## src/rtl/pulse_capture_multi_if.sv

```systemverilog
// Bus bundle for pulse_capture_multi: pulse inputs, read request and read response.
// The slave modport is the capture block; the master modport is whoever drives
// the pulses and issues reads.
interface pulse_capture_multi_if #(
    parameter int CHANNELS = 8,
    parameter int CNT_W    = 16
);
    localparam int SEL_W = (CHANNELS > 1) ? $clog2(CHANNELS) : 1;

    logic [CHANNELS-1:0] pulse_in;
    logic [SEL_W-1:0]    rd_sel;
    logic                rd_stb;
    logic [CNT_W-1:0]    rd_width;
    logic                rd_valid;
    logic                rd_timeout;
    logic [CHANNELS-1:0] new_flags;

    modport slave (
        input  pulse_in,
        input  rd_sel,
        input  rd_stb,
        output rd_width,
        output rd_valid,
        output rd_timeout,
        output new_flags
    );

    modport master (
        output pulse_in,
        output rd_sel,
        output rd_stb,
        input  rd_width,
        input  rd_valid,
        input  rd_timeout,
        input  new_flags
    );
endinterface

```

## src/rtl/pulse_capture_multi.sv

```systemverilog
// Multi-channel pulse-width capture. Each asynchronous input is synchronised,
// debounced, and measured in prescaled ticks by a small per-channel FSM. Channels
// that see no rising edge for TIMEOUT ticks are flagged as lost. A strobed read
// port returns the last capture of one channel and clears its "unread" flag.
module pulse_capture_multi #(
    parameter int CHANNELS = 8,
    parameter int CNT_W    = 16,
    parameter int PRESCALE = 50,
    parameter int FILTER   = 3,
    parameter int TIMEOUT  = 25000
) (
    input  logic                  clk,
    input  logic                  rst_n,
    pulse_capture_multi_if.slave  bus
);
    localparam int PRE_W  = (PRESCALE > 1) ? $clog2(PRESCALE) : 1;
    localparam int TO_W   = $clog2(TIMEOUT + 1);
    localparam int FCNT_W = 4;
    // Cycles after reset release before WAIT_LOW may trust the filtered level:
    // two synchroniser stages plus the filter depth.
    localparam int SETTLE = FILTER + 2;

    localparam logic [CNT_W-1:0] CNT_MAX = '1;
    localparam logic [TO_W-1:0]  TO_MAX  = TO_W'(TIMEOUT);
    localparam logic [TO_W-1:0]  TO_LAST = TO_W'(TIMEOUT - 1);

    typedef enum logic [1:0] {
        ST_WAIT_LOW,
        ST_LOW,
        ST_HIGH
    } state_t;

    logic [PRE_W-1:0]    r_presc;
    logic                w_tick;
    logic [4:0]          r_settle;
    logic                w_settled;
    logic [CHANNELS-1:0] r_sync1;
    logic [CHANNELS-1:0] r_sync2;

    logic [CHANNELS-1:0][CNT_W-1:0] w_cap;
    logic [CHANNELS-1:0]            w_valid;
    logic [CHANNELS-1:0]            w_tmo;
    logic [CHANNELS-1:0]            w_new;

    logic [CNT_W-1:0] w_rd_width;
    logic             w_rd_valid;
    logic             w_rd_tmo;

    assign w_tick    = (r_presc == PRE_W'(PRESCALE - 1));
    assign w_settled = (r_settle == 5'(SETTLE));

    // Free-running prescaler; one shared tick per PRESCALE cycles.
    always_ff @(posedge clk) begin
        if (!rst_n) begin
            r_presc <= '0;
        end else if (w_tick) begin
            r_presc <= '0;
        end else begin
            r_presc <= r_presc + 1'b1;
        end
    end

    // Post-reset settle counter so a line already high at release is seen high
    // by the filter before any channel is allowed to leave WAIT_LOW.
    always_ff @(posedge clk) begin
        if (!rst_n) begin
            r_settle <= '0;
        end else if (!w_settled) begin
            r_settle <= r_settle + 1'b1;
        end
    end

    // Two-flop synchroniser for all pulse inputs.
    always_ff @(posedge clk) begin
        if (!rst_n) begin
            r_sync1 <= '0;
            r_sync2 <= '0;
        end else begin
            r_sync1 <= bus.pulse_in;
            r_sync2 <= r_sync1;
        end
    end

    for (genvar gi = 0; gi < CHANNELS; gi++) begin : g_ch
        logic              r_filt;
        logic [FCNT_W-1:0] r_fcnt;
        state_t            r_state;
        logic [CNT_W-1:0]  r_cnt;
        logic [CNT_W-1:0]  r_cap;
        logic [TO_W-1:0]   r_to_cnt;
        logic              r_valid;
        logic              r_tmo;
        logic              r_new;
        logic              w_rd_hit;
        logic              w_capture;
        logic              w_to_step;
        logic              w_to_last;

        assign w_rd_hit  = bus.rd_stb && (int'(bus.rd_sel) == gi);
        assign w_capture = (r_state == ST_HIGH) && !r_filt;
        assign w_to_step = w_tick && (r_to_cnt != TO_MAX);
        assign w_to_last = (r_to_cnt == TO_LAST);

        // Debounce: follow the synchronised level only after FILTER equal samples.
        always_ff @(posedge clk) begin
            if (!rst_n) begin
                r_filt <= 1'b0;
                r_fcnt <= '0;
            end else if (r_sync2[gi] != r_filt) begin
                if (r_fcnt == FCNT_W'(FILTER - 1)) begin
                    r_filt <= r_sync2[gi];
                    r_fcnt <= '0;
                end else begin
                    r_fcnt <= r_fcnt + 1'b1;
                end
            end else begin
                r_fcnt <= '0;
            end
        end

        // Measurement FSM: width counting, capture, timeout and unread flag.
        always_ff @(posedge clk) begin
            if (!rst_n) begin
                r_state  <= ST_WAIT_LOW;
                r_cnt    <= '0;
                r_cap    <= '0;
                r_to_cnt <= '0;
                r_valid  <= 1'b0;
                r_tmo    <= 1'b0;
                r_new    <= 1'b0;
            end else begin
                case (r_state)
                    ST_WAIT_LOW: begin
                        if (w_settled && !r_filt) begin
                            r_state <= ST_LOW;
                        end
                        if (w_to_step) begin
                            r_to_cnt <= r_to_cnt + 1'b1;
                            if (w_to_last) begin
                                r_tmo   <= 1'b1;
                                r_valid <= 1'b0;
                            end
                        end
                    end
                    ST_LOW: begin
                        if (r_filt) begin
                            r_state  <= ST_HIGH;
                            r_cnt    <= '0;
                            r_to_cnt <= '0;
                        end else if (w_to_step) begin
                            r_to_cnt <= r_to_cnt + 1'b1;
                            if (w_to_last) begin
                                r_tmo   <= 1'b1;
                                r_valid <= 1'b0;
                            end
                        end
                    end
                    ST_HIGH: begin
                        if (!r_filt) begin
                            r_cap   <= r_cnt;
                            r_valid <= 1'b1;
                            r_tmo   <= 1'b0;
                            r_new   <= 1'b1;
                            r_state <= ST_LOW;
                        end else if (w_tick && (r_cnt != CNT_MAX)) begin
                            r_cnt <= r_cnt + 1'b1;
                        end
                    end
                    default: r_state <= ST_WAIT_LOW;
                endcase
                // A read clears the unread flag unless a capture lands the same cycle.
                if (w_rd_hit && !w_capture) begin
                    r_new <= 1'b0;
                end
            end
        end

        assign w_cap[gi]   = r_cap;
        assign w_valid[gi] = r_valid;
        assign w_tmo[gi]   = r_tmo;
        assign w_new[gi]   = r_new;
    end

    assign bus.new_flags = w_new;

    // Read mux; an index outside the channel range reads as zeros.
    always_comb begin
        w_rd_width = '0;
        w_rd_valid = 1'b0;
        w_rd_tmo   = 1'b0;
        for (int i = 0; i < CHANNELS; i++) begin
            if (int'(bus.rd_sel) == i) begin
                w_rd_width = w_cap[i];
                w_rd_valid = w_valid[i];
                w_rd_tmo   = w_tmo[i];
            end
        end
    end

    // Read response registers; they hold their value between strobes.
    always_ff @(posedge clk) begin
        if (!rst_n) begin
            bus.rd_width   <= '0;
            bus.rd_valid   <= 1'b0;
            bus.rd_timeout <= 1'b0;
        end else if (bus.rd_stb) begin
            bus.rd_width   <= w_rd_width;
            bus.rd_valid   <= w_rd_valid;
            bus.rd_timeout <= w_rd_tmo;
        end
    end
endmodule

```

## src/flat_wrapper.sv

```systemverilog
// flat-port wrapper written by rule: the top's interface ports become plain ports
module pulse_capture_multi_flat 
#(
    parameter int CHANNELS = 8,
    parameter int CNT_W    = 16,
    parameter int PRESCALE = 50,
    parameter int FILTER   = 3,
    parameter int TIMEOUT  = 25000
)
  (clk, rst_n, bus_pulse_in, bus_rd_sel, bus_rd_stb, bus_rd_width, bus_rd_valid, bus_rd_timeout, bus_new_flags);
  pulse_capture_multi_if #(.CHANNELS(CHANNELS), .CNT_W(CNT_W)) bus_i ();
  input  logic clk;
  input  logic rst_n;
  input wire logic [$bits(bus_i.pulse_in)-1:0] bus_pulse_in;
  input wire logic [$bits(bus_i.rd_sel)-1:0] bus_rd_sel;
  input wire logic [$bits(bus_i.rd_stb)-1:0] bus_rd_stb;
  output wire logic [$bits(bus_i.rd_width)-1:0] bus_rd_width;
  output wire logic [$bits(bus_i.rd_valid)-1:0] bus_rd_valid;
  output wire logic [$bits(bus_i.rd_timeout)-1:0] bus_rd_timeout;
  output wire logic [$bits(bus_i.new_flags)-1:0] bus_new_flags;
  assign bus_i.pulse_in = bus_pulse_in;
  assign bus_i.rd_sel = bus_rd_sel;
  assign bus_i.rd_stb = bus_rd_stb;
  assign bus_rd_width = bus_i.rd_width;
  assign bus_rd_valid = bus_i.rd_valid;
  assign bus_rd_timeout = bus_i.rd_timeout;
  assign bus_new_flags = bus_i.new_flags;
  pulse_capture_multi #(.CHANNELS(CHANNELS), .CNT_W(CNT_W), .PRESCALE(PRESCALE), .FILTER(FILTER), .TIMEOUT(TIMEOUT)) u_core (.clk(clk), .rst_n(rst_n), .bus(bus_i));
endmodule
```

## config.mk

```make
export PLATFORM = sky130hd
export DESIGN_NAME = pulse_capture_multi_flat
export DESIGN_NICKNAME = d
export VERILOG_FILES = /design/src/rtl/pulse_capture_multi_if.sv /design/src/rtl/pulse_capture_multi.sv /design/src/flat_wrapper.sv
export SDC_FILE = /design/constraint.sdc
export NUM_CORES = 1
export LEC_CHECK = 0
export CORE_UTILIZATION = 59
export CTS_CLUSTER_SIZE = 8
export DETAILED_ROUTE_END_ITERATION = 8
export PLACE_DENSITY_LB_ADDON = 0.12
export SLEW_MARGIN = 25
export SYNTH_ARGS = -nofsm -noshare
export SYNTH_HDL_FRONTEND = slang
export SYNTH_SLANG_ARGS = --single-unit
```

## constraint.sdc

```tcl
create_clock -name clk -period 2.75 [get_ports clk]
set_input_delay 0.55 -clock clk [delete_from_list [all_inputs] [get_ports clk]]
set_output_delay 0.55 -clock clk [all_outputs]
set_load 0.01 [all_outputs]
```

==> metrics.csv <==
stage,metric,value,unit
setup_path,cp_cell_sequence,ha_1 > nor4bb_4 > buf_4 > nand2_4 > buf_4 > or4_1 > or3_1 > a21oi_1,
routing,wl,58.8,mm
setup_path,critPathArrivalTime,3090,ps
pwr,power.leakage,8.65,nW
setup_path,r2r_end,u_core.g_ch[5].r_to_cnt[11],
logic_synthesis,synthSimpleGateAreaFrac,26.8,%
pwr,clkPwrFrac,50.0,%
logic_synthesis,synth_cell_types,70,
floorplan,die_y,197,um
logic_synthesis,synth_adder_area_share,2.49,%
clock_tree,cts_max_path_buffers,3,
logic_synthesis,syn_area,22500,um2
layout,fin_cells,3303,
pwr,switching_share,21.3,%
sta,fin_crit_sh,94.2,%
logic_synthesis,synth_edf_count,0,
setup_path,worst_setup_path_start_kind,flop,
routing,via_count,20000,
global_routing,grt_pass1_vias,18600,
sta,tightest_slew,917,ps
setup_path,endpoint_kind,flop,
place,dp_hpwl,41.7,mm
pwr,p_int,12.2,mW
clock_tree,cts_sinks,501,
logic_synthesis,synthMuxAreaShare,1.51,%
logic_synthesis,yosys.area.top_type_share,44.5,%
routing,ant_nets,0,
logic_synthesis,synth_compound_area_share,15.1,%
setup_path,path_buf_inv,2,
sta,rsz0062_at_grt,no,
floorplan,io_pins,40,
logic_synthesis,synth_area_leaders,"dfxtp_1 45%, nand2_1 6.8%, a21oi_1 6.2%, nor2_1 4.5%, xor2_1 3.6%",
floorplan,rows,71,
floorplan,core,37700,um2
logic_synthesis,ys_dominant_reg_cell,dfxtp_1,
hold_path,hold_path_class,flop to flop,
routing,vias_per_cell,6.05,
place,gp_congestion,0.953,
setup_path,cp.required,3250,ps
sta,timing.final.ws_setup,159,ps
clock_tree,clkLatencyLatePin,580,ps
layout,fin_area,25600,um2
pwr,peakVddDrop,0.518,mV
floorplan,start_util,59.8,%
global_routing,grt_max_degree,65,
routing,routedWlPerCell,17.8,um
pwr,power,15.5,mW
sta,setup_tns,0,ps
run_status,status,"finished, final reports clean",
layout,fin_nets,2844,
floorplan,die_area,39000,um2
global_routing,antenna_found_initial,2,
layout,drive_above_1_share,7.24,%
layout,syn_to_final_growth,13.6,%
logic_synthesis,postSynth.asyncResetShare,0,%
sta,whs,428,ps
clock_tree,cts_root_buf,clkbuf_16,
job,maxCapViolations,0,
setup_path,crit_end,u_core.g_ch[5].r_to_cnt[11],
pwr,p_sw,3.31,mW
place,placed_cells,3223,
routing,dr.pass1.iters,6,
floorplan,die_w,197,um
global_routing,grt_first_pass_wirelength,95.0,mm
clock_tree,numCtsBuffers,72,
logic_synthesis,yosys_warnings,0,
logic_synthesis,synth_top_area_cell,dfxtp_1,
logic_synthesis,ys_seq_elements,501,
logic_synthesis,synth_seq_area_share,44.5,%
setup_path,critPathTopFamily,simple AND/OR/NAND/NOR gates,
place,io_buffers,39,
clock_tree,path_clk_slew,50,ps
clock_tree,cts_tree,done,
setup_path,regToRegStartpoint,u_core.r_presc[0],
sta,clock_skew,16.9,ps
logic_synthesis,synthCells,2741,
setup_path,cp.depth,8,
clock_tree,cts_max_level,3,
pwr,seq_power_share,47.4,%
layout,postLayoutCoreUtil,68.0,%
setup_path,worstSetupPathType,flop to flop,
sta,fin_crit,2590,ps
pwr,power_frac_comb,2.7,%
setup_path,r2r_cells,8,
setup_path,crit_top_cell,buf_4,
pwr,power_density,606,nW/um2
setup_path,slowest_stage,or4_1,
setup_path,worstPathMaxFanout,7,
place,place_ws,36.0,ps
global_routing,overflow,0,
logic_synthesis,syn_nets,2799,
setup_path,r2r_setup_slack,160,ps
logic_synthesis,synth_top_family_by_area,simple AND/OR/NAND/NOR gates,
logic_synthesis,synth.avg_cell_area,8.22,um2
sta,finalHoldViolCount,0,
routing,drt_first_iter_violations,1550,
clock_tree,post-cts-setup-buffers,0,
setup_path,crit_path_max_incr_delay,610,ps
sta,maxSlewHeadroom,38.9,%
sta,maxSlewViolCount,0,
place,placed_cell_area,23700,um2
logic_synthesis,synthXorXnorAreaFrac,5.79,%
sta,setup_viol,0,
routing,drc,0,
setup_path,cp-startpoint,u_core.r_presc[0],
sta,max_freq,386,MHz
global_routing,grt_usage,30.4,%
[placed cells by master (no fill, tap or decap), drive strengths merged, types with 52 or more instances in the layout]
cell type  count
a21oi        278
buf           91
clkbuf        75
dfxtp        501
or3           68
o21ai         90
nor3          52
nand4         78
nand3        130
nand2        411
nor2         271
xnor2         56
xor2          93
inv           59
[per-layer routing]
metal / share of wire, % / up-vias / wire [um] / global-route usage [%]
met1: 44 / 9499 / 26100 / 40.9
li1: - / 9758 / - / -
met3: 7.9 / 108 / 4670 / 6.52
met4: 3.2 / 0 / 1900 / 12.2
met5: 0 / - / 0 / 0
met2: 44 / 622 / 26100 / 47.4
[power groups by stage]
stage | Combinational (mW) | Clock (mW) | Sequential (mW)
after detailed placement | 0.411 | 0 | 7.49
after global placement | 0.405 | 0 | 7.49
after floorplan | 0.257 | 0 | 7.48
after global routing | 0.454 | 8.21 | 7.34
after CTS | 0.413 | 7.89 | 7.35
final | 0.417 | 7.76 | 7.35
[Yosys cell counts, drive strengths merged (10+ instances only)]
cell type / count
a21oi: 278
a22oi: 37
a2bb2oi: 18
and2: 29
and3: 27
and4: 23
buf: 33
clkbuf: 125
dfxtp: 501
ha: 44
inv: 55
mux2i: 34
nand2: 411
nand2b: 20
nand3: 130
nand4: 78
nor2: 271
nor2b: 10
nor3: 52
nor4: 38
o21ai: 90
o221ai: 18
o22ai: 18
o31ai: 23
or3: 68
or4: 28
xnor2: 56
xor2: 93
[worst reg2reg max path: cells and delay by family, from the launching register on]
kind	cells	cell delay (ps)
AO/OA/AOI/OAI	1	140
adder cells (fa/ha/maj)	1	240
buffers and inverters	2	410
flip-flops	1	370
AND/OR/NAND/NOR	4	1360
[kinds of logic after synthesis]
kind of cell | count (synthesis)
buffers and inverters | 215
and+or+nand+nor | 1233
xor gates and xnor gates | 149
adders and majority gates | 45
DFF | 501
AOI/OAI and AO/OA | 564
muxes | 34
[how the worst min path moves through the flow]
stage | from | to | slack (ps) | depth (start not counted)
6_report | u_core.r_sync1[1] | u_core.r_sync2[1] | 430 | 1
5_1_grt | u_core.r_sync1[1] | u_core.r_sync2[1] | 460 | 1
4_1_cts | u_core.r_sync1[1] | u_core.r_sync2[1] | 430 | 1
3_5_place_dp | u_core.r_sync1[1] | u_core.r_sync2[1] | 420 | 1
3_3_place_gp | u_core.r_sync1[0] | u_core.r_sync2[0] | 420 | 1
2_1_floorplan | u_core.r_sync1[0] | u_core.r_sync2[0] | 410 | 1
[registers in the layout (all words and copies together), names as in the netlist]
name / count
u_core.bus.rd_width: 16
u_core.r_settle: 5
u_core.g_ch.r_fcnt: 32
u_core.g_ch.r_valid: 8
u_core.bus.rd_timeout: 1
u_core.bus.rd_valid: 1
u_core.r_presc: 6
u_core.g_ch.r_cnt: 128
u_core.g_ch.r_tmo: 8
u_core.g_ch.r_new: 8
u_core.g_ch.r_to_cnt: 120
u_core.r_sync1: 8
u_core.g_ch.r_cap: 128
u_core.g_ch.r_filt: 8
u_core.g_ch.r_state: 16
u_core.r_sync2: 8
[final cells by class]
| cell class | count | area [um2] |
|---|---|---|
| clock inverters | 4 | 31.3 |
| inverters | 57 | 219 |
| flip-flops and latches | 501 | 10000 |
| diodes | 1 | 2.50 |
| multi-input cells | 2025 | 11700 |
| fillers | 3188 | 12100 |
| repair buffers | 129 | 1110 |
| clock buffers | 75 | 1880 |
| well taps | 511 | 639 |
[timing repair]
action	in CTS	in global routing
endpoints found under the setup margin	0	13
gates resized for setup	0	2
hold buffers	0	0
(Power assumes the default switching activity.)
